--- src/rtl/dct_pkg.sv ---
// dct_pkg: Q8 DCT coefficients and scaling constants shared by the dct datapath
package dct_pkg;
  localparam int C_91    = 91;
  localparam int C_126   = 126;
  localparam int C_118   = 118;
  localparam int C_106   = 106;
  localparam int C_71    = 71;
  localparam int C_49    = 49;
  localparam int C_25    = 25;
  localparam int Q_SHIFT = 8;
  localparam int RND     = 128;
endpackage

--- src/rtl/dct_mac4.sv ---
// dct_mac4: registered 4-term constant-coefficient signed dot product (DCT_SCALE_EN adds Q8 round-and-shift)
module dct_mac4
  import dct_pkg::*;
#(
  parameter int W     = 16,
  parameter int OUT_W = 32,
  parameter int K1    = 0,
  parameter int K2    = 0,
  parameter int K3    = 0,
  parameter int K4    = 0
) (
  input  logic                    clk,
  input  logic                    rst_n,
  input  logic [3:0][W-1:0]       a_i,
  output logic signed [OUT_W-1:0] z_o
);
  logic signed [OUT_W-1:0] sum, z_d, z_q;
  function automatic logic signed [OUT_W-1:0] cmul(input logic signed [W-1:0] a, input int k);
    logic signed [OUT_W-1:0] ext, acc;
    int m;
    ext = OUT_W'(a);
    m   = k < 0 ? -k : k;
    acc = '0;
    for (int b = 0; b < 8; b++)
      if (m[b]) acc = acc + (ext <<< b);
    return k < 0 ? -acc : acc;
  endfunction
  // shift-add products summed, then optionally rounded back out of Q8
  always_comb begin
    sum = cmul(a_i[0], K1) + cmul(a_i[1], K2) + cmul(a_i[2], K3) + cmul(a_i[3], K4);
`ifdef DCT_SCALE_EN
    z_d = (sum + OUT_W'(RND)) >>> Q_SHIFT;
`else
    z_d = sum;
`endif
  end
  // output register, cleared asynchronously
  always_ff @(posedge clk or negedge rst_n)
    if (!rst_n) z_q <= '0;
    else        z_q <= z_d;
  assign z_o = z_q;
endmodule

--- src/rtl/dct.sv ---
// dct: pipelined 8-point 1-D DCT-II, Q8 coefficients, 2-cycle latency (DCT_SCALE_EN selects scaled output)
module dct
  import dct_pkg::*;
#(
  parameter int IN_W  = 15,
  parameter int OUT_W = 32
) (
  input  logic                    clk,
  input  logic                    rst_n,
  input  logic signed [IN_W-1:0]  x1_i,
  input  logic signed [IN_W-1:0]  x2_i,
  input  logic signed [IN_W-1:0]  x3_i,
  input  logic signed [IN_W-1:0]  x4_i,
  input  logic signed [IN_W-1:0]  x5_i,
  input  logic signed [IN_W-1:0]  x6_i,
  input  logic signed [IN_W-1:0]  x7_i,
  input  logic signed [IN_W-1:0]  x8_i,
  output logic signed [OUT_W-1:0] z1_o,
  output logic signed [OUT_W-1:0] z2_o,
  output logic signed [OUT_W-1:0] z3_o,
  output logic signed [OUT_W-1:0] z4_o,
  output logic signed [OUT_W-1:0] z5_o,
  output logic signed [OUT_W-1:0] z6_o,
  output logic signed [OUT_W-1:0] z7_o,
  output logic signed [OUT_W-1:0] z8_o
);
  localparam int W1 = IN_W + 1;
  logic [3:0][W1-1:0] s_d, s_q, d_d, d_q;
  // mirrored-pair butterflies: even terms feed sums, odd terms feed differences
  always_comb begin
    s_d[0] = W1'(x1_i) + W1'(x8_i);
    s_d[1] = W1'(x2_i) + W1'(x7_i);
    s_d[2] = W1'(x3_i) + W1'(x6_i);
    s_d[3] = W1'(x4_i) + W1'(x5_i);
    d_d[0] = W1'(x1_i) - W1'(x8_i);
    d_d[1] = W1'(x2_i) - W1'(x7_i);
    d_d[2] = W1'(x3_i) - W1'(x6_i);
    d_d[3] = W1'(x4_i) - W1'(x5_i);
  end
  // stage-1 butterfly registers
  always_ff @(posedge clk or negedge rst_n)
    if (!rst_n) begin
      s_q <= '0;
      d_q <= '0;
    end else begin
      s_q <= s_d;
      d_q <= d_d;
    end
  dct_mac4 #(.W(W1), .OUT_W(OUT_W), .K1(C_91),  .K2(C_91),   .K3(C_91),   .K4(C_91))
    u_z1 (.clk(clk), .rst_n(rst_n), .a_i(s_q), .z_o(z1_o));
  dct_mac4 #(.W(W1), .OUT_W(OUT_W), .K1(C_126), .K2(C_106),  .K3(C_71),   .K4(C_25))
    u_z2 (.clk(clk), .rst_n(rst_n), .a_i(d_q), .z_o(z2_o));
  dct_mac4 #(.W(W1), .OUT_W(OUT_W), .K1(C_118), .K2(C_49),   .K3(-C_49),  .K4(-C_118))
    u_z3 (.clk(clk), .rst_n(rst_n), .a_i(s_q), .z_o(z3_o));
  dct_mac4 #(.W(W1), .OUT_W(OUT_W), .K1(C_106), .K2(-C_25),  .K3(-C_126), .K4(-C_71))
    u_z4 (.clk(clk), .rst_n(rst_n), .a_i(d_q), .z_o(z4_o));
  dct_mac4 #(.W(W1), .OUT_W(OUT_W), .K1(C_91),  .K2(-C_91),  .K3(-C_91),  .K4(C_91))
    u_z5 (.clk(clk), .rst_n(rst_n), .a_i(s_q), .z_o(z5_o));
  dct_mac4 #(.W(W1), .OUT_W(OUT_W), .K1(C_71),  .K2(-C_126), .K3(C_25),   .K4(C_106))
    u_z6 (.clk(clk), .rst_n(rst_n), .a_i(d_q), .z_o(z6_o));
  dct_mac4 #(.W(W1), .OUT_W(OUT_W), .K1(C_49),  .K2(-C_118), .K3(C_118),  .K4(-C_49))
    u_z7 (.clk(clk), .rst_n(rst_n), .a_i(s_q), .z_o(z7_o));
  dct_mac4 #(.W(W1), .OUT_W(OUT_W), .K1(C_25),  .K2(-C_71),  .K3(C_106),  .K4(-C_126))
    u_z8 (.clk(clk), .rst_n(rst_n), .a_i(d_q), .z_o(z8_o));
endmodule

--- config.mk ---
export PLATFORM = sky130hd
export DESIGN_NAME = dct
export DESIGN_NICKNAME = d
export VERILOG_FILES = /design/src/rtl/dct_pkg.sv /design/src/rtl/dct_mac4.sv /design/src/rtl/dct.sv
export SDC_FILE = /design/constraint.sdc
export NUM_CORES = 2
export LEC_CHECK = 0
export CAP_MARGIN = 25
export CORE_MARGIN = 2
export CORE_UTILIZATION = 32
export DETAILED_ROUTE_END_ITERATION = 10
export PLACE_DENSITY_LB_ADDON = 0.1
export SLEW_MARGIN = 20
export SYNTH_ARGS = -nofsm -noshare
export SYNTH_HDL_FRONTEND = slang
export SYNTH_SLANG_ARGS = --single-unit
--- constraint.sdc ---
create_clock -name clk -period 9.4 [get_ports clk]
set_input_delay 1.41 -clock clk [delete_from_list [all_inputs] [get_ports clk]]
set_output_delay 1.41 -clock clk [all_outputs]
set_load 0.01 [all_outputs]
==> metrics.yaml <==
drive_above_1_share_pct: 6.20
clk_latency_ns: 0.76
relSlewSlack_pct: 25.4
fillers: 22400
drv_cap: 0
cp.buffers_inverters: 3
period_share_pct: 95.6
portBuffers: 377
die_x_um: 476
grt.total_usage_pct: 21.6
num_vias: 51262
ios: 378
ctsHoldBuffers: 0
h-tree-depth: 2
drc: 0
clockBufferDepth: 3
synth_edf_count: 0
die_y_um: 476
setup_violations: 0
ys_types: 72
slowest_delay_ns: 0.55
hold_violations: 0
busiest_layer: "met1"
yosys_warnings: 0
fin_cells: 11002
cp_max_fo: 8
post_drt_wl_per_cell_um: 21.8
cts_buffers: 54
status: "finished clean"
cts_tree: "yes"
worstSetupEndpointType: "flip-flop"
area_growth_pct: 16.8
antenna_found_initial: 30
worstMarginPinSlew_ns: 1.12
drt_iter0_markers: 3310
rsz0062_at_grt: "true"
row_count: 173
grt_util_met1_pct: 32.5
gp_congestion: 0.915
seqCellArea_um2: 9520
grt_pass1_wl_um: 356000
syn-num-nets: 9548
globalRouteOverflowTotal: 0
multi_input_area_um2: 55100
die_area_um2: 226000
hpwlAfterDp_um: 211000
drv_slew: 0
worst_slack_ns: 0.410
hp-class: "input port to asynchronous set/reset pin"
grt_pass1_vias: 53336
grt_max_degree: 116
synth_top_area_cell: "fa_1"
pre_cts_slack_ns: 0.202
core_area_um2: 222000
placed_cell_area_um2: 81000
synth.area.top_cells: "fa_1 35%, ha_1 16%, dfrtp_1 13%"
cts_sinks: 380
syn_inst: 7260
viasPerCell: 4.66
crit_path_start_kind: "flip-flop"
use_met3_pct: 3.61
cpLargestDelayFamily: "adder cells"
floorplan.initialDensity_pct: 32.1
layout_commonest_cell: "inv_1"
clock_skew_ns: 0.0465
ys_seq_elements: 380
detail-route-antenna-nets: 0
max_freq_mhz: 111
clkTransAtPathRegs_ns: 0.06
routed_wl_um: 240000
cpMaxStageDelayCell: "fa_1"
dpl.cell_count: 10886
yosysSeqAreaShare_pct: 13.3
worst_ep_arrival_time_ns: 9.60
synth.avg_cell_area_um2: 9.81
period_needed_ns: 8.99
cpMostUsedCell: "fa_1"
stdcell_area_um2: 83200
use_met2_pct: 31.7
worstPathRequired_ns: 10.01
mostFrequentLayoutCells: "1,794 x inv_1, 1,261 x fa_1, 904 x ha_1"
cts_root_buf: "clkbuf_16"
first_pass_iters: 6
final_net_count: 10261
ys.flop_type: "dfrtp_1"
netlist.area_leader.share_pct: 35.4
worstSetupPathType: "flip-flop to flip-flop"
async_flop_share_pct: 100
synth_area_um2: 71300
-- flip-flops by register name, summed over array words and instances (netlist names) --
name / count
d_q: 64
u_z7.z_o: 32
u_z5.z_o: 32
u_z1.z_o: 32
u_z6.z_o: 32
u_z3.z_o: 32
u_z4.z_o: 32
u_z2.z_o: 32
u_z8.z_o: 32
s_q: 60
-- stage by stage --
step	utilization [%]	hold slack (ns)	TNS, ns
global placement	36.5	1.08	0
global route	37.5	0.635	-0.0457
detailed placement	36.5	1.06	0
finish	37.5	0.624	0
CTS	37.4	0.589	0
floorplan	-	0.961	0
-- cells in the mapped netlist, drive strengths merged, types with 6 or more instances --
master / n
mux2i: 23
o311a: 6
a31oi: 32
o21a: 62
a21oi: 424
nor3: 96
o211ai: 28
a221oi: 7
and2: 17
xnor2: 374
xor2: 177
nand4: 18
nor2: 313
a21o: 156
a31o: 6
o31ai: 33
dfrtp: 380
nor2b: 68
nand2: 216
a2111oi: 14
o311ai: 10
a211o: 20
a21bo: 8
clkbuf: 29
nand3: 85
or4: 8
or3: 22
o21ai: 226
a41oi: 11
a21boi: 37
o221ai: 6
o2111ai: 7
fa: 1261
o41ai: 23
or2: 27
a41o: 6
a211oi: 24
nor4: 13
o211a: 9
ha: 905
o21bai: 130
nand2b: 59
inv: 1795
and3: 40
o31a: 9
-- layer usage --
layer / part of all wire (%) / vias up / routed length [um]
met5: 0.029 / - / 70
met3: 5.5 / 184 / 13300
met4: 3.0 / 12 / 7270
met1: 49 / 25482 / 118000
li1: - / 24463 / -
met2: 42 / 1121 / 101000
-- kinds of logic (layout without fill, tap and decap cells) --
family	after synthesis	in the layout	synth area share [%]
AO/OA/AOI/OAI	1317	1317	12.0
adder cells (fa/ha/maj)	2166	2166	51.3
XOR/XNOR	552	552	6.81
AND/OR/NAND/NOR	996	996	6.62
other	0	9	0
multiplexers	23	23	0.323
buffers and inverters	1826	2584	9.62
flip-flops	380	380	13.3
-- cell type report --
class	instances	area share, %
inverters	1796	8.10
well taps	2975	4.47
diodes	9	0.0271
repair buffers	687	7.40
clock buffers	68	1.80
clock inverters	33	0.552
multi-input cells	5054	66.2
flip-flops and latches	380	11.4
-- worst paths after layout --
path	from	to	slack, ns	cells past startpoint
worst max-delay path	d_q[0]	u_z2.z_o[27]	0.41	32
worst min-delay path	rst_n	u_z8.z_o[29]	0.62	1
worst max register to register	d_q[0]	u_z2.z_o[27]	0.41	32
worst min register to register	d_q[17]	u_z2.z_o[2]	1.05	3
max in group asynchronous	rst_n	s_q[3]	6.92	3
min in group clk	d_q[17]	u_z2.z_o[2]	1.05	3
-- repair_timing --
item	CTS	global route
gates resized for setup	0	48
setup endpoints to repair	0	30
buffers inserted	0	5
Power is left out: the tool's default activity adds up to more than one toggle a clock period on the data nets, which glitch-free logic cannot reach.
